<file path="src/rtl/pc_stat_display_pkg.sv">
`default_nettype none
// ============================================================================
//  Module   : pc_stat_display_pkg
//  Brief    : Shared encodings for the Pc statistics display: counter select
//             codes, converter FSM states and seven-segment glyphs.
//  Revision : 1.0  initial release
// ============================================================================
package pc_stat_display_pkg;

    localparam logic [1:0] SEL_TOTAL  = 2'd0;
    localparam logic [1:0] SEL_UNCOND = 2'd1;
    localparam logic [1:0] SEL_COND   = 2'd2;
    localparam logic [1:0] SEL_CONDOK = 2'd3;

    localparam logic [1:0] ST_IDLE  = 2'd0;
    localparam logic [1:0] ST_LOAD  = 2'd1;
    localparam logic [1:0] ST_SHIFT = 2'd2;
    localparam logic [1:0] ST_DONE  = 2'd3;

    // Active-low g..a glyphs
    localparam logic [6:0] SEG_BLANK = 7'h7F;

    function automatic logic [6:0] seg7_code(input logic [3:0] nibble);
        logic [6:0] code;
        case (nibble)
            4'h0:    code = 7'h40;
            4'h1:    code = 7'h79;
            4'h2:    code = 7'h24;
            4'h3:    code = 7'h30;
            4'h4:    code = 7'h19;
            4'h5:    code = 7'h12;
            4'h6:    code = 7'h02;
            4'h7:    code = 7'h78;
            4'h8:    code = 7'h00;
            4'h9:    code = 7'h10;
            4'hA:    code = 7'h08;
            4'hB:    code = 7'h03;
            4'hC:    code = 7'h46;
            4'hD:    code = 7'h21;
            4'hE:    code = 7'h06;
            default: code = 7'h0E;
        endcase
        return code;
    endfunction

endpackage
`default_nettype wire

</file>
<file path="src/rtl/pc_stat_display_seg7_decode.sv">
`default_nettype none
// ============================================================================
//  Module   : seg7_decode
//  Brief    : Nibble plus blank flag to active-low seven-segment code.
//  Revision : 1.0  initial release
// ============================================================================
module seg7_decode
    import pc_stat_display_pkg::*;
(
    input  logic [3:0] nibble,
    input  logic       blank,
    output logic [6:0] code
);

    always_comb begin
        code = SEG_BLANK;
        if (!blank) begin
            code = seg7_code(nibble);
        end
    end

endmodule
`default_nettype wire

</file>
<file path="src/rtl/pc_stat_display.sv">
`default_nettype none
// ============================================================================
//  Module   : pc_stat_display
//  Brief    : Snapshots one Pc statistics counter, converts it to BCD (or
//             passes hex) and scans it onto an 8-digit seven-segment display.
//  Revision : 1.0  initial release
// ============================================================================
module pc_stat_display
    import pc_stat_display_pkg::*;
#(
    parameter int COUNT_WIDTH = 25,
    parameter int SCAN_DIV    = 100000,
    parameter int SAMPLE_DIV  = 10000000
) (
    input  logic                   clock,
    input  logic                   reset,
    input  logic [1:0]             select,
    input  logic                   hexMode,
    input  logic [COUNT_WIDTH-1:0] totalCycle,
    input  logic [COUNT_WIDTH-1:0] unconditionalJump,
    input  logic [COUNT_WIDTH-1:0] conditionalJump,
    input  logic [COUNT_WIDTH-1:0] conditionalSuccessfulJump,
    output logic [7:0]             anode,
    output logic [7:0]             segment,
    output logic                   busy
);

    localparam int C_SAMPLE_W = $clog2(SAMPLE_DIV + 1);
    localparam int C_SCAN_W   = $clog2(SCAN_DIV + 1);
    localparam int C_SHIFT_W  = $clog2(COUNT_WIDTH + 1);

    logic [C_SAMPLE_W-1:0]  r_sample_cnt;
    logic [C_SCAN_W-1:0]    r_scan_cnt;
    logic [2:0]             r_digit;
    logic [1:0]             r_state;
    logic [COUNT_WIDTH-1:0] r_snapshot;
    logic                   r_hex;
    logic [1:0]             r_sel;
    logic [31:0]            r_bcd;
    logic [C_SHIFT_W-1:0]   r_shift_cnt;
    logic [31:0]            r_display;
    logic [7:0]             r_blank;
    logic [1:0]             r_dp_sel;
    logic [7:0]             r_anode;
    logic [7:0]             r_segment;

    logic                        w_tick;
    logic [COUNT_WIDTH-1:0]      w_sel_count;
    logic [31:0]                 w_bcd_adj;
    logic [31+COUNT_WIDTH:0]     w_shifted;
    logic [31:0]                 w_result;
    logic [7:0]                  w_blank;
    logic [3:0]                  w_nibble;
    logic                        w_digit_blank;
    logic                        w_dp_on;
    logic [6:0]                  w_seg7;

    assign w_tick = (r_sample_cnt == '0);
    assign busy   = (r_state != ST_IDLE);

    always_comb begin
        w_sel_count = totalCycle;
        case (select)
            SEL_UNCOND: w_sel_count = unconditionalJump;
            SEL_COND:   w_sel_count = conditionalJump;
            SEL_CONDOK: w_sel_count = conditionalSuccessfulJump;
            default:    w_sel_count = totalCycle;
        endcase
    end

    // Double-dabble: correct every nibble >= 5 before the shift
    always_comb begin
        w_bcd_adj = r_bcd;
        for (int i = 0; i < 8; i++) begin
            if (r_bcd[4*i +: 4] >= 4'd5) begin
                w_bcd_adj[4*i +: 4] = r_bcd[4*i +: 4] + 4'd3;
            end
        end
    end

    assign w_shifted = {w_bcd_adj, r_snapshot} << 1;
    assign w_result  = r_hex ? 32'(r_snapshot) : r_bcd;

    // Leading zeros blank from the top down; digit 0 always shows
    always_comb begin
        logic seen_nonzero;
        seen_nonzero = 1'b0;
        w_blank      = 8'h00;
        for (int i = 7; i >= 1; i--) begin
            if (w_result[4*i +: 4] != 4'h0) begin
                seen_nonzero = 1'b1;
            end
            w_blank[i] = ~seen_nonzero;
        end
    end

    always_ff @(posedge clock) begin
        if (reset) begin
            r_sample_cnt <= '0;
        end else if (r_sample_cnt == C_SAMPLE_W'(SAMPLE_DIV - 1)) begin
            r_sample_cnt <= '0;
        end else begin
            r_sample_cnt <= r_sample_cnt + 1'b1;
        end
    end

    always_ff @(posedge clock) begin
        if (reset) begin
            r_state     <= ST_IDLE;
            r_snapshot  <= '0;
            r_hex       <= 1'b0;
            r_sel       <= SEL_TOTAL;
            r_bcd       <= '0;
            r_shift_cnt <= '0;
            r_display   <= '0;
            r_blank     <= 8'hFF;
            r_dp_sel    <= SEL_TOTAL;
        end else begin
            case (r_state)
                ST_IDLE: begin
                    if (w_tick) begin
                        r_snapshot <= w_sel_count;
                        r_hex      <= hexMode;
                        r_sel      <= select;
                        r_state    <= ST_LOAD;
                    end
                end
                ST_LOAD: begin
                    r_bcd       <= '0;
                    r_shift_cnt <= '0;
                    r_state     <= r_hex ? ST_DONE : ST_SHIFT;
                end
                ST_SHIFT: begin
                    r_bcd       <= w_shifted[31+COUNT_WIDTH:COUNT_WIDTH];
                    r_snapshot  <= w_shifted[COUNT_WIDTH-1:0];
                    r_shift_cnt <= r_shift_cnt + 1'b1;
                    if (r_shift_cnt == C_SHIFT_W'(COUNT_WIDTH - 1)) begin
                        r_state <= ST_DONE;
                    end
                end
                default: begin
                    r_display <= w_result;
                    r_blank   <= w_blank;
                    r_dp_sel  <= r_sel;
                    r_state   <= ST_IDLE;
                end
            endcase
        end
    end

    always_ff @(posedge clock) begin
        if (reset) begin
            r_scan_cnt <= '0;
            r_digit    <= 3'd0;
        end else if (r_scan_cnt == C_SCAN_W'(SCAN_DIV - 1)) begin
            r_scan_cnt <= '0;
            r_digit    <= r_digit + 3'd1;
        end else begin
            r_scan_cnt <= r_scan_cnt + 1'b1;
        end
    end

    assign w_nibble      = r_display[{r_digit, 2'b00} +: 4];
    assign w_digit_blank = r_blank[r_digit];
    // A blanked digit stays fully dark, decimal point included
    assign w_dp_on       = !w_digit_blank && (r_digit == {1'b0, r_dp_sel});

    seg7_decode u_seg7_decode (
        .nibble (w_nibble),
        .blank  (w_digit_blank),
        .code   (w_seg7)
    );

    always_ff @(posedge clock) begin
        if (reset) begin
            r_anode   <= 8'hFF;
            r_segment <= 8'hFF;
        end else begin
            r_anode   <= ~(8'b1 << r_digit);
            r_segment <= {~w_dp_on, w_seg7};
        end
    end

    assign anode   = r_anode;
    assign segment = r_segment;

endmodule
`default_nettype wire

</file>
<file path="config.mk">
export PLATFORM = sky130hd
export DESIGN_NAME = pc_stat_display
export DESIGN_NICKNAME = d
export VERILOG_FILES = /design/src/rtl/pc_stat_display_pkg.sv /design/src/rtl/pc_stat_display_seg7_decode.sv /design/src/rtl/pc_stat_display.sv
export SDC_FILE = /design/constraint.sdc
export NUM_CORES = 1
export LEC_CHECK = 0
export ABC_AREA = 1
export ABC_CLOCK_PERIOD_IN_PS = 1800
export CORE_MARGIN = 1.5
export CORE_UTILIZATION = 40
export DETAILED_ROUTE_END_ITERATION = 8
export PLACE_DENSITY = 0.6
export RECOVER_POWER = 100
export REMOVE_ABC_BUFFERS = 1
export SYNTH_ARGS = -nofsm -noshare
export SYNTH_HDL_FRONTEND = slang
export SYNTH_SLANG_ARGS = --single-unit
</file>
<file path="constraint.sdc">
create_clock -name clock -period 1.8 [get_ports clock]
set_input_delay 0.36 -clock clock [delete_from_list [all_inputs] [get_ports clock]]
set_output_delay 0.36 -clock clock [all_outputs]
set_load 0.01 [all_outputs]
</file>
=== Word-level counts from Yosys, hierarchy flattened ===
Memories as Yosys holds them, arrays and structs flattened. A register that Yosys moved wholly into a read port is not among the register bits.
Cells that the tools add are included.

* Bits in registers: 162
* Bits in read-only memories: 112
* Input port bits: 105
* Memories kept: 1

{| class="wikitable"
|+ Memory list
! memory !! depth !! bits a word !! read ports !! clocked after Yosys merged registers in !! wr ports !! RTL line !! source
|-
| (no name shown) || 16 || 7 || 1 || 1 || 0 || pc_stat_display_pkg.sv:25 || <nowiki>case (nibble)</nowiki>
|}

* Add/subtract/negate cells: 12
* Order comparisons: 9
* Equal/unequal tests: 11
* Shift operators: 2
* Mux-type cells: 27
* Bitwise gates (word level): 9
* Reduce and logical (&&, ||, !) cells: 21

{| class="wikitable"
|+ Operator list
! cell !! number
|-
| 25-bit case mux with 3 select lines || 1
|-
| 32-bit case mux with 2 select lines || 1
|-
| 25-bit case mux with 2 select lines || 1
|-
| 4-bit by 3-bit greater-or-equal comparator with 1-bit output, second input constant || 8
|-
| 32-bit 2-to-1 mux || 1
|-
| 32-bit by 6-bit variable part select with 4-bit output || 1
|-
| 4-bit by 2-bit adder with 4-bit output, second input constant || 7
|-
| 4-bit 2-to-1 mux || 7
|-
| 4-bit nonzero test || 7
|-
| 25-bit 2-to-1 mux || 1
|-
| 24-bit by 1-bit adder with 24-bit output, second input constant || 1
|-
| 24-bit == test, second input constant || 1
|-
| 24-bit zero test || 1
|-
| 17-bit by 1-bit adder with 17-bit output, second input constant || 1
|-
| 17-bit == test, second input constant || 1
|-
| 5-bit case mux with 2 select lines || 1
|-
| 1-bit 2-to-1 mux || 9
|-
| 1-bit inverter || 8
|-
| 8-bit inverter || 1
|-
| 1-bit by 3-bit << shifter with 8-bit output, first input constant || 1
|-
| 2-bit == test, second input constant || 3
|-
| 2-bit case mux with 3 select lines || 1
|-
| 2-bit AND reduction || 3
|-
| 2-bit nonzero test || 3
|-
| other kinds (16) || 21
|}

=== Longest topological paths before layout ===
Gate-level depths: netlist of run 1.

* Depth after elaboration: 10
* Depth in mapped cells: 14
* Depth with buffers taken out: 11

=== Hierarchy ===
A second synthesis of run 1 with hierarchy kept.

* Cell total of the unflattened synthesis: 1435
* Area total of the unflattened synthesis: 9472.8 µm²

{| class="wikitable"
|+ By module, submodules not included
! module !! times used !! cells an instance !! area each (µm²)
|-
| pc_stat_display || 1 || 1384 || 9175.0
|-
| seg7_decode || 1 || 51 || 297.8
|}

=== Worst setup path after synthesis of run 1 ===
No wires, ideal clock.

* Path type: register to register
* Start: register r_digit[0]
* End: register r_segment[3] (netlist: segment[3])
* Setup time: 121 ps
* Arrival: 1667 ps
* Slack: 12 ps
* Cell stages (with the launch flop): 14
* Path through: dfxtp_1 > buf_6 > inv_2 > buf_6 > buf_6 > o21ai_1 > nand3_1 > nand2_1 > inv_1 > ha_1 > nand3_1 > nand2_1 > nand2_1 > nand3_1

* Cells in the longest elaborated chain, start to end: 3
* Elaborated cells between the ends (all ways): 4
* Classes of those cells: 1 x shift; 2 x mux; 1 x reduce/logical

{| class="wikitable"
|+ RTL lines
! what !! RTL line !! source
|-
| start: declaration || pc_stat_display.sv:34 || <nowiki>logic [2:0] r_digit;</nowiki>
|-
| start signal: assignment || pc_stat_display.sv:157 || <nowiki>r_digit <= r_digit + 3'd1;</nowiki>
|-
| parallel branches: the longest is 3 deep, another holds 32-bit by 6-bit variable part select with 4-bit output || -- ||
|-
| end: declaration || pc_stat_display.sv:45 || <nowiki>logic [7:0] r_segment;</nowiki>
|}

Parallel ways; which one is timed is not known. The select of a mux whose other input is x is not followed.
A chain may end at the register's enable or synchronous reset.

=== Final worst setup path of run 1 ===
* Start: register r_digit[0]
* End: register r_segment[2] (netlist: segment[2])

Same word-level chain as after synthesis.

==> results by group, run 1 <==
Status
  – Outcome: complete, no violations

Floorplanning
  – Ports: 122
  – Die area: 24,900 um2
  – Placeable Area: 23,500 um2
  – DIE HEIGHT: 158 um
  – Row count: 56
  – Initial Util: 40.8%
  – Die Wd: 158 um

Detailed routing
  – Routed WL per cell: 13.4 um
  – Remaining antenna violation count: 0
  – # DRC: 0
  – Total Wirelength: 25,800 um
  – Vias per std cell: 4.91
  – Via Count: 9,431
  – Iter 0 DRT Violations: 507
  – Detailed Routing Iterations Pass 1: 5

Placement
  – DP Cell Count: 1,883
  – DP HPWL: 19,300 um
  – GPL Wtd Cong: 0.884
  – Port bufs: 121
  – Dpl ws: -57.3 ps

Synthesis
  – Cell area after synthesis: 9570 um2
  – Post-synth EDFFs: 0
  – Synth Register Bits: 169
  – Compound-Gate Fraction of Synth Area: 14.1%
  – Largest family of logic cells by synthesized area: simple AND/OR/NAND/NOR gates
  – Synth Warn #: 0
  – Post-synthesis adder-cell area fraction: 4.97%
  – Synth cell types: 44
  – Post-synthesis mux area share: 0%
  – Ys async rst share: 0%
  – Seq/Total Area, Yosys: 35.3%
  – Top FF cell, synth: dfxtp_1
  – Cells after Synth: 1,439
  – Post-Synth XOR/XNOR Area: 1.74%
  – Synth Area in Simple Gates: 33.5%
  – Syn_area_per_cell: 6.65 um2

Critical path
  – Critical Path RT: 2170 ps
  – Worst setup SP type: flop
  – Crit path launch: r_digit[0]
  – Reg2reg end: segment[2]
  – CP Capture Type: flop
  – Critical path arrival: 2070 ps
  – Worst reg2reg path depth: 11
  – Crit path max fanout: 6
  – RR Startpoint: r_digit[0]
  – Worst reg-to-reg setup slack: 100 ps
  – Worst Setup Path Type: reg2reg

Global route
  – Initial antenna violation count: 0
  – Largest net degree at the start of global routing: 63
  – Number of global-route vias before repair: 8,991
  – Total track usage: 21.8%
  – Grt total ovfl: 0
  – First-pass GRT wire length: 43,600 um

CTS
  – CTS tree: done
  – Clk buf depth: 2
  – CTS sink cnt: 169
  – Worst-path clk slew: 70 ps
  – Clock Root Buffer: clkbuf_16
  – CTS H-Tree Depth: 4
  – Worst-skew pair later-pin latency: 440 ps
  – CTS Buf Count: 17

Timing
  – Worst Skew: 14.1 ps
  – Slew margin rel.: 58.9%
  – Final Hold Vio Count: 0
  – Fin Hold WS: 352 ps
  – Worst-Margin Slew: 609 ps
  – Final worst setup slack: 98.8 ps
  – Final Cycle Share: 94.5%
  – Final setup fails: 0
  – Fin. max-slew vios: 0
  – Final min period: 1700 ps
  – Setup_tns: 0 ps
  – Max Freq: 588 MHz
  – Unrepaired setup endpoints after global routing: true

Hold path
  – Hold path cells: 3
  – Endpoint, Worst Hold: anode[0]
  – Min-delay src: reset
  – Hold Path Class: in2reg

Layout
  – Fillers: 2,341
  – Nets: 1,731
  – Post-Layout Cell Count: 1,920
  – Storage cell area: 3390 um2
  – Layout cells sized above 1: 11.2%
  – Antenna cells: 0
  – Multi-input gate area: 5240 um2
  – Area delta synth->final: 27.3%

Pwr
  – Leakage: 5.00 nW
  – VDD IR-drop max: 0.000814 V
  – Final Power: 0.0131 W
  – Pwr Density: 1070 nW/um2

Job
  – Max-Cap Viols: 0
-- layout by cell type, fill, tap and decap left out, types with 3 or more instances in the layout --
cell type	synthesis	final
nor3_1	21	21
a21oi_1	100	100
clkinv_4	0	4
nand3_2	1	4
nand2_2	3	5
clkbuf_16	0	19
a22oi_1	7	7
nor2_1	154	152
buf_12	1	13
dfxtp_1	169	166
inv_1	152	149
nand4_1	37	37
a211oi_1	3	3
inv_2	9	11
inv_6	0	3
xnor2_1	3	3
o211ai_1	31	31
nor2_2	29	31
nor3b_1	3	3
or2_2	9	9
nand3b_1	4	4
clkdlybuf4s50_1	0	119
xor2_1	16	16
buf_4	8	55
clkinvlp_4	0	4
nor2_4	3	3
nand3_1	82	79
ha_1	38	37
o21ai_0	79	77
o21ai_1	18	20
nand2_1	391	389
-- layout make-up --
class                      instances  share of cell area, %
sequential                       169                   27.8
inverter                         163                   5.08
clock buffer                      18                   3.60
tap                              319                   3.27
clock inverter                    14                   1.36
multi-input combinational       1045                   43.0
timing repair buffer             192                   15.9
-- cells by family after synthesis --
logic type / Yosys count
DFF: 169
AOI/OAI and AO/OA: 245
buffers and inverters: 225
adders and majority gates: 38
xor gates and xnor gates: 19
and+or+nand+nor: 743
-- worst max path at each step --
stage,end,slack (ps),depth (start not counted)
floorplan,r_display[0],-750,6
detailed placement,r_snapshot[24],-60,10
CTS,segment[3],10,12
global placement,r_snapshot[24],-30,10
finish,segment[2],100,11
global route,segment[5],-20,11
-- cells in the mapped netlist, types with 4 or more instances --
| master | number | share of area, % |
|---|---|---|
| buf_6 | 8 | 0.94 |
| a21oi_1 | 100 | 5.2 |
| inv_2 | 9 | 0.35 |
| inv_1 | 152 | 6.0 |
| o211ai_1 | 31 | 2.4 |
| nand4_1 | 37 | 2.4 |
| nor2_1 | 154 | 6.0 |
| clkbuf_1 | 26 | 1.0 |
| buf_2 | 13 | 0.68 |
| nor3_1 | 21 | 1.1 |
| buf_4 | 8 | 0.63 |
| nand3b_1 | 4 | 0.31 |
| dfxtp_1 | 169 | 35 |
| o21ai_1 | 18 | 0.94 |
| buf_1 | 4 | 0.16 |
| o21ai_0 | 79 | 4.1 |
| a22oi_1 | 7 | 0.55 |
| nor2_2 | 29 | 1.9 |
| ha_1 | 38 | 5.0 |
| nand2_1 | 391 | 15 |
| xor2_1 | 16 | 1.5 |
| or2_2 | 9 | 0.59 |
| nand3_1 | 82 | 4.3 |
-- critical path, cell delays in order, from the launching register on --
cell and delay (ps):
dfxtp_4 420, buf_12 130, nand2_1 50, nand3_1 80, nand2_1 70, o21ai_2 230
inv_2 80, ha_2 200, buf_4 130, nor2_1 90, nand2_1 60, nand3_1 90
-- flip-flops by register name, summed over array words and instances, names as in the netlist, 8 cells and up --
name	count
anode	8
r_bcd	32
r_blank	8
r_display	32
r_sample_cnt	24
r_scan_cnt	17
r_snapshot	25
segment	8
-- where the power goes --
part	internal (W)	switching (W)
combinational	0.00192	0.00273
clock	0.00212	0.00163
sequential	0.00426	0.000414
-- metal layers --
layer / track usage [%] / up-vias / wire [um]
met5: 0 / - / 0
met4: 5.12 / 0 / 306
met3: 3.64 / 20 / 973
met2: 37.1 / 180 / 12200
met1: 28.7 / 4284 / 12300
li1: - / 4947 / -
-- repair_timing --
item	4_1_cts	5_1_grt
hold buffers	0	0
buffers inserted	0	3
endpoints found under the setup margin	6	27
resized for setup	6	21
cloned	0	2
pin swaps	0	5
-- per-stage QoR --
step	utilization, %	cell area, um2
after detailed placement	48.8	11500
after floorplan	-	9200
final	51.9	12200
after CTS	51.4	12100
after global routing	51.9	12200
after global placement	48.8	11500
(Power assumes the default switching activity.)
==> run 2: changes to the inputs <==
--- a/config.mk
+++ b/config.mk
@@ -6,11 +6,11 @@
 export NUM_CORES = 1
 export LEC_CHECK = 0
 export ABC_AREA = 1
-export ABC_CLOCK_PERIOD_IN_PS = 1800
-export CORE_MARGIN = 1.5
+export ABC_CLOCK_PERIOD_IN_PS = 1700
+export CORE_MARGIN = 3
 export CORE_UTILIZATION = 40
 export DETAILED_ROUTE_END_ITERATION = 8
-export PLACE_DENSITY = 0.6
+export PLACE_DENSITY = 0.58
 export RECOVER_POWER = 100
 export REMOVE_ABC_BUFFERS = 1
 export SYNTH_ARGS = -nofsm -noshare
==> constraint.sdc (replaced) <==
create_clock -name clock -period 1.7 [get_ports clock]
set_input_delay 0.34 -clock clock [delete_from_list [all_inputs] [get_ports clock]]
set_output_delay 0.34 -clock clock [all_outputs]
set_load 0.01 [all_outputs]
==> results by group, run 2 (synthesized netlist as in run 1, its figures left out) <==
Critical path
  – Critical Path RT: 2070 ps (-100 ps)
  – Worst path slowest cell: dfxtp_4
  – Worst Setup Path Type: reg2reg
  – Worst reg-to-reg setup slack: 70 ps (-30 ps)
  – CP Cell Sequence: buf_6, nand2_1, nand3_2, nand2_2, o21ai_4, inv_2, ha_4, buf_4, nor2_2, nand2_1, nand3_1
  – Crit path max fanout: 7 (+1)
  – CP Capture Type: flop
  – Worst reg2reg path depth: 11 (unchanged)
  – CP dominant cell by count: nand2_1
  – Critical path arrival: 2000 ps (-70 ps)
  – Worst setup SP type: flop
  – RR Startpoint: r_digit[0]
  – Reg2reg end: segment[2]
  – Max incr delay on CP: 400 ps (-20 ps)

Layout
  – Final Util: 53.9% (+2.0 points)
  – Commonest cells after routing, fill and taps aside: 385 x nand2_1, 164 x dfxtp_1, 147 x inv_1, 147 x nor2_1, 119 x clkdlybuf4s50_1
  – Antenna cells: 0 (unchanged)
  – Biggest regs: r_bcd (32), r_display (32), r_snapshot (25)
  – Layout cells sized above 1: 13.7% (+2.5 points)
  – Area delta synth->final: 29.8%
  – Nets: 1,760 (+1.7%)
  – Most common cell after layout, fill and taps aside: nand2_1

Floorplanning
  – Placeable Area: 23,100 um2 (-1.8%)
  – Row count: 55 (-1.8%)
  – Initial Util: 41.5% (+0.74 points)
  – Die area: 25,800 um2 (+3.8%)
  – Ports: 122 (unchanged)
  – DIE HEIGHT: 161 um (+1.9%)
  – Die Wd: 161 um (+1.9%)

Hold path
  – Min-delay src: reset
  – Hold Path Class: in2reg
  – Hold path cells: 3 (unchanged)
  – Endpoint, Worst Hold: anode[4]

Detailed routing
  – Remaining antenna violation count: 0 (unchanged)
  – Routed WL per cell: 13.8 um (+3.2%)
  – Detailed Routing Iterations Pass 1: 5 (unchanged)
  – Via Count: 9,583 (+1.6%)
  – Vias per std cell: 4.93 (+0.41%)
  – Total Wirelength: 26,900 um (+4.4%)
  – Iter 0 DRT Violations: 590 (+16%)
  – # DRC: 0 (unchanged)

Placement
  – GPL Wtd Cong: 0.854 (-3.4%)
  – Port bufs: 121 (unchanged)
  – DP HPWL: 20,200 um (+4.5%)

CTS
  – CTS Hold Bufs: 0 (unchanged)
  – Worst-path clk slew: 70 ps (about the same)
  – Clock Root Buffer: clkbuf_16
  – CTS Buf Count: 17 (unchanged)
  – Worst-skew pair later-pin latency: 430 ps (about the same)
  – Clk buf depth: 2 (unchanged)
  – CTS H-Tree Depth: 4 (unchanged)
  – CTS tree: done
  – CTS sink cnt: 169 (unchanged)

Global route
  – Largest net degree at the start of global routing: 53 (-16%)
  – Most used routing layer: met2
  – Initial antenna violation count: 0 (unchanged)
  – Grt total ovfl: 0 (unchanged)
  – First-pass GRT wire length: 44,100 um (+1.1%)
  – Number of global-route vias before repair: 8,972 (-0.21%)
  – Total track usage: 20.6% (-1.2 points)
  – Met1 Use GR: 28.2% (-0.48 points)
  – Met2 usage in global routing: 34.1% (-3.0 points)
  – Met3 Resource Use GR: 3.15% (-0.49 points)

Pwr
  – VDD IR-drop max: 0.000805 V (-1.1%)
  – Leakage: 5.13 nW (+2.6%)
  – Pwr Density: 1120 nW/um2 (+4.9%)

Timing
  – Max Freq: 614 MHz (+4.5%)
  – Final Hold Vio Count: 0 (unchanged)
  – Fin Hold WS: 212 ps (-140 ps)
  – Unrepaired setup endpoints after global routing: true
  – Final setup fails: 0 (unchanged)
  – Final Cycle Share: 95.8% (+1.3 points)
  – Worst-Margin Slew: 536 ps (-73.5 ps)
  – Final min period: 1630 ps (-72.7 ps)
  – Worst Skew: 14.3 ps (+0.184 ps)
  – Fin. max-slew vios: 0 (unchanged)
  – Slew margin rel.: 64.3% (+5.3 points)

Job
  – Max-Cap Viols: 0 (unchanged)

Status
  – Outcome: complete, no violations
-- run 2: cell count changes in the layout (fill, tap and decap cells not counted), moves of 3 or more --
cell,change
nor2_1,-5
nor2_4,+3
clkinv_2,+3
inv_2,+3
buf_4,+26
nand2_2,+4
nand2_1,-4
clkinv_4,-3
-- run 2: routing by layer --
layer	up-vias	routed length, um
li1	5005	-
met1	4341	13000
met2	202	12400
met3	35	1050
met4	0	476
met5	-	0
-- run 2: stage by stage --
| step | cell area (um2) | cells | total power, W | worst slack, ps | setup TNS [ps] |
|---|---|---|---|---|---|
| 2_1_floorplan | 9200 | 1377 | 0.00774 | -851 | -56520 |
| 3_3_place_gp | 11700 | 1906 | 0.0101 | -107 | -2320 |
| 3_5_place_dp | 11700 | 1906 | 0.0101 | -143 | -3380 |
| 4_1_cts | 12300 | 1939 | 0.0139 | 0.512 | 0 |
| 5_1_grt | 12400 | 1943 | 0.0150 | -70.9 | -270 |
| 6_report | 12400 | 1943 | 0.0140 | 71.5 | 0 |
-- run 2: critical path, delay by kind of cell, from the launching register on --
| kind | cells | cell delay, ps |
|---|---|---|
| adder cells (fa/ha/maj) | 1 | 170 |
| AND/OR/NAND/NOR | 6 | 450 |
| AO/OA/AOI/OAI | 1 | 190 |
| buffers and inverters | 3 | 350 |
| flip-flops | 1 | 400 |
-- run 2: power by group --
part	switching (W)	internal [W]	total, W
registers	0.000443	0.00451	0.00495
logic	0.00299	0.00226	0.00525
clock network	0.00170	0.00207	0.00376
total	0.00513	0.00884	0.0140
-- run 2: how the worst max path moves through the flow --
stage | cells after the start | startpoint | endpoint | slack [ps]
2_1_floorplan | 6 | r_state[0] | r_display[0] | -850
3_3_place_gp | 10 | select[1] | r_snapshot[22] | -110
3_5_place_dp | 10 | select[0] | r_snapshot[7] | -140
4_1_cts | 12 | r_digit[0] | segment[5] | 0.5
5_1_grt | 11 | r_digit[0] | segment[5] | -70
6_report | 11 | r_digit[0] | segment[2] | 70
-- run 2: timing repair --
item,4_1_cts,5_1_grt
setup buffers,1,3
endpoints found under the setup margin,8,41
endpoints found under the hold margin,0,0
gates resized for setup,9,39
cloned,0,1
pin swaps,0,8
-- run 2: cell type report --
| cell class | instances | area (um2) |
|---|---|---|
| repair buffers | 220 | 2140 |
| well taps | 313 | 392 |
| clock buffers | 19 | 443 |
| inverters | 163 | 617 |
| fillers | 2309 | 10600 |
| clock inverters | 13 | 120 |
| multi-input cells | 1046 | 5310 |
| flip-flops and latches | 169 | 3390 |
==> RTL edit, RTL diff (flow settings as in run 1) <==
Add an input register stage for `select`, `hexMode`, `totalCycle`, `unconditionalJump`, `conditionalJump` and `conditionalSuccessfulJump`, without a reset; this delays them by one clock.
--- a/src/rtl/pc_stat_display.sv
+++ b/src/rtl/pc_stat_display.sv
@@ -29,6 +29,22 @@
     localparam int C_SCAN_W   = $clog2(SCAN_DIV + 1);
     localparam int C_SHIFT_W  = $clog2(COUNT_WIDTH + 1);
 
+    logic [1:0] select_q;
+    logic hexMode_q;
+    logic [COUNT_WIDTH-1:0] totalCycle_q;
+    logic [COUNT_WIDTH-1:0] unconditionalJump_q;
+    logic [COUNT_WIDTH-1:0] conditionalJump_q;
+    logic [COUNT_WIDTH-1:0] conditionalSuccessfulJump_q;
+
+    always_ff @(posedge clock) begin
+        select_q                    <= select;
+        hexMode_q                   <= hexMode;
+        totalCycle_q                <= totalCycle;
+        unconditionalJump_q         <= unconditionalJump;
+        conditionalJump_q           <= conditionalJump;
+        conditionalSuccessfulJump_q <= conditionalSuccessfulJump;
+    end
+
     logic [C_SAMPLE_W-1:0]  r_sample_cnt;
     logic [C_SCAN_W-1:0]    r_scan_cnt;
     logic [2:0]             r_digit;
@@ -59,12 +75,12 @@
     assign busy   = (r_state != ST_IDLE);
 
     always_comb begin
-        w_sel_count = totalCycle;
-        case (select)
-            SEL_UNCOND: w_sel_count = unconditionalJump;
-            SEL_COND:   w_sel_count = conditionalJump;
-            SEL_CONDOK: w_sel_count = conditionalSuccessfulJump;
-            default:    w_sel_count = totalCycle;
+        w_sel_count = totalCycle_q;
+        case (select_q)
+            SEL_UNCOND: w_sel_count = unconditionalJump_q;
+            SEL_COND:   w_sel_count = conditionalJump_q;
+            SEL_CONDOK: w_sel_count = conditionalSuccessfulJump_q;
+            default:    w_sel_count = totalCycle_q;
         endcase
     end
 
@@ -120,8 +136,8 @@
                 ST_IDLE: begin
                     if (w_tick) begin
                         r_snapshot <= w_sel_count;
-                        r_hex      <= hexMode;
-                        r_sel      <= select;
+                        r_hex      <= hexMode_q;
+                        r_sel      <= select_q;
                         r_state    <= ST_LOAD;
                     end
                 end
Behaviour: not the same (a bounded check fails within 4 cycles, from zero or initial values and one cycle with reset high).
==> RTL edit against run 1 <==
- sequential cell count increased by 103
- synthesized area increased by 22%
- setup slack got worse by 0.036 ns
- global-route usage decreased by 4.4 points
- wire length increased by 1.6%
- power increased by 39%
- count of clock-buffer cells in the layout increased by 17
- cell area increased by 21%
- critical endpoint is now anode[4]
- largest cell class is now registers
==> RTL edit: results (changes against run 1) <==
Die:
- The floorplan die width was 174 um (was 158 um).

Global routing:
- The global-route track usage on met3 is 0.0276 (was 0.0364).
- The global-route wire length before repair is 44.5 mm (was 43.6 mm).
- The routing usage on met1 is 0.239 (was 0.287).
- The pin count of the biggest net entering global routing is 52 (was 63).
- The overall global routing resource usage was 0.174 (was 0.218).
- The via count of the first global-routing pass was 9362 (was 8991).

Placed design:
- The half-perimeter wire length after placement is 18.7 mm (was 19.3 mm).
- The final RePlAce weighted congestion is 0.823 (was 0.884).
- The instance area at placement is 0.0136 mm2 (was 0.0115 mm2).

Run status:
- Run status: finished, final reports clean (unchanged).

Drt:
- The average wire length per cell after detail routing is 12.2 um (was 13.4 um).
- The via count came to 10120 (was 9431).
- The post-detailed-route via-to-cell ratio is 4.70 (was 4.91).
- The violation count after the first detailed-route iteration is 586 (was 507).
- The met3 layer wire length in the routed design is 1.19 mm (was 973 um).
- The met1 layer wirelength in the final routing is 13.0 mm (was 12.3 mm).
- The routed length on met2 is 11.6 mm (was 12.2 mm).

Setup path:
- The arrival time at the worst endpoint came to 1.38 ns (was 2.07 ns).
- The logic depth of the worst register-to-register path came to 7 (was 11).
- The cell at the slowest stage of the critical path is clkdlybuf4s50_1 (was dfxtp_4).
- The launching instance or port of the critical path is anode[4] (was r_digit[0]).
- The end of the worst register-to-register path is r_blank[1] (was segment[2]).
- The source of the worst register-to-register timing path is r_hex (was r_digit[0]).
- The top fanout value on the critical path is 1 (was 6).

Layout:
- Largest registers: r_bcd: 32 flops, r_display: 32 flops (was r_bcd: 32 flops, r_display: 32 flops, r_snapshot: 25 flops).
- The inverter count is 194 (was 163).
- The clock network area share came to 0.0713 (was 0.0496).
- The multi-input logic portion of the cell area was 0.355 (was 0.430).
- The number of sequential cells in the layout was 272 (was 169).
- The non-clock buffer share of cell area came to 0.120 (was 0.159).
- The count of non-CTS buffers in the layout is 185 (was 192).

Worst hold path:
- The worst hold path startpoint is conditionalSuccessfulJump[13] (was reset).
- The worst hold endpoint is conditionalSuccessfulJump_q[13] (was anode[0]).

Clock network:
- The number of buffers created by CTS was 29 (was 17).
- The buffer levels on the longest clock path is 3 (was 2).
- The post-cts gate resize count is 8 (was 6).

Power:
- The clock network power is 6.46 mW (was 3.75 mW).
- The power spent charging and discharging nets was 5.69 mW (was 4.77 mW).
- The static leakage is 6.23 nW (was 5.00 nW).
- The maximum vdd drop was 857 uV (was 814 uV).
- The overall power after layout is 18.2 mW (was 13.1 mW).
- The combinational logic power is 4.75 mW (was 4.65 mW).

Logic synthesis:
- Commonest cells in the synthesized netlist: 417 x nand2_1, 272 x dfxtp_1, 187 x inv_1 (was 391 x nand2_1, 169 x dfxtp_1, 154 x nor2_1).
- The post-synthesis area per instance is 7.34 um2 (was 6.65 um2).
- Cells taking the most area after synthesis: dfxtp_1 46%, nand2_1 13%, inv_1 6.0% (was dfxtp_1 35%, nand2_1 15%, nor2_1 6.0%).
- The count of cell types in the netlist was 40 (was 44).

Timing:
- The largest clock skew in the final design is 0.00717 ns (was 0.0141 ns).
- The worst max-slew margin expressed relative to the limit is 0.645 (was 0.589).
RTL edit: changes by cell type in the layout (fill, tap and decap cells not counted), moves of 9 or more:
| cell | run 1 | this run |
|---|---|---|
| inv_1 | 149 | 185 |
| a21oi_1 | 100 | 112 |
| clkdlybuf4s50_1 | 119 | 7 |
| o21ai_1 | 20 | 4 |
| dlygate4sd3_1 | 0 | 103 |
| nand4_1 | 37 | 17 |
| nand3_1 | 79 | 119 |
| buf_4 | 55 | 38 |
| nand2_1 | 389 | 416 |
| clkdlybuf4s25_1 | 0 | 9 |
| nor2_2 | 31 | 7 |
| clkbuf_16 | 19 | 29 |
| dfxtp_1 | 166 | 269 |
RTL edit: cell families after synthesis:
logic type               share of synthesized area
AND/OR/NAND/NOR                              0.279
flip-flops                                   0.464
buffers and inverters                       0.0923
AO/OA/AOI/OAI                                0.109
adder cells (fa/ha/maj)                     0.0395
XOR/XNOR                                    0.0157
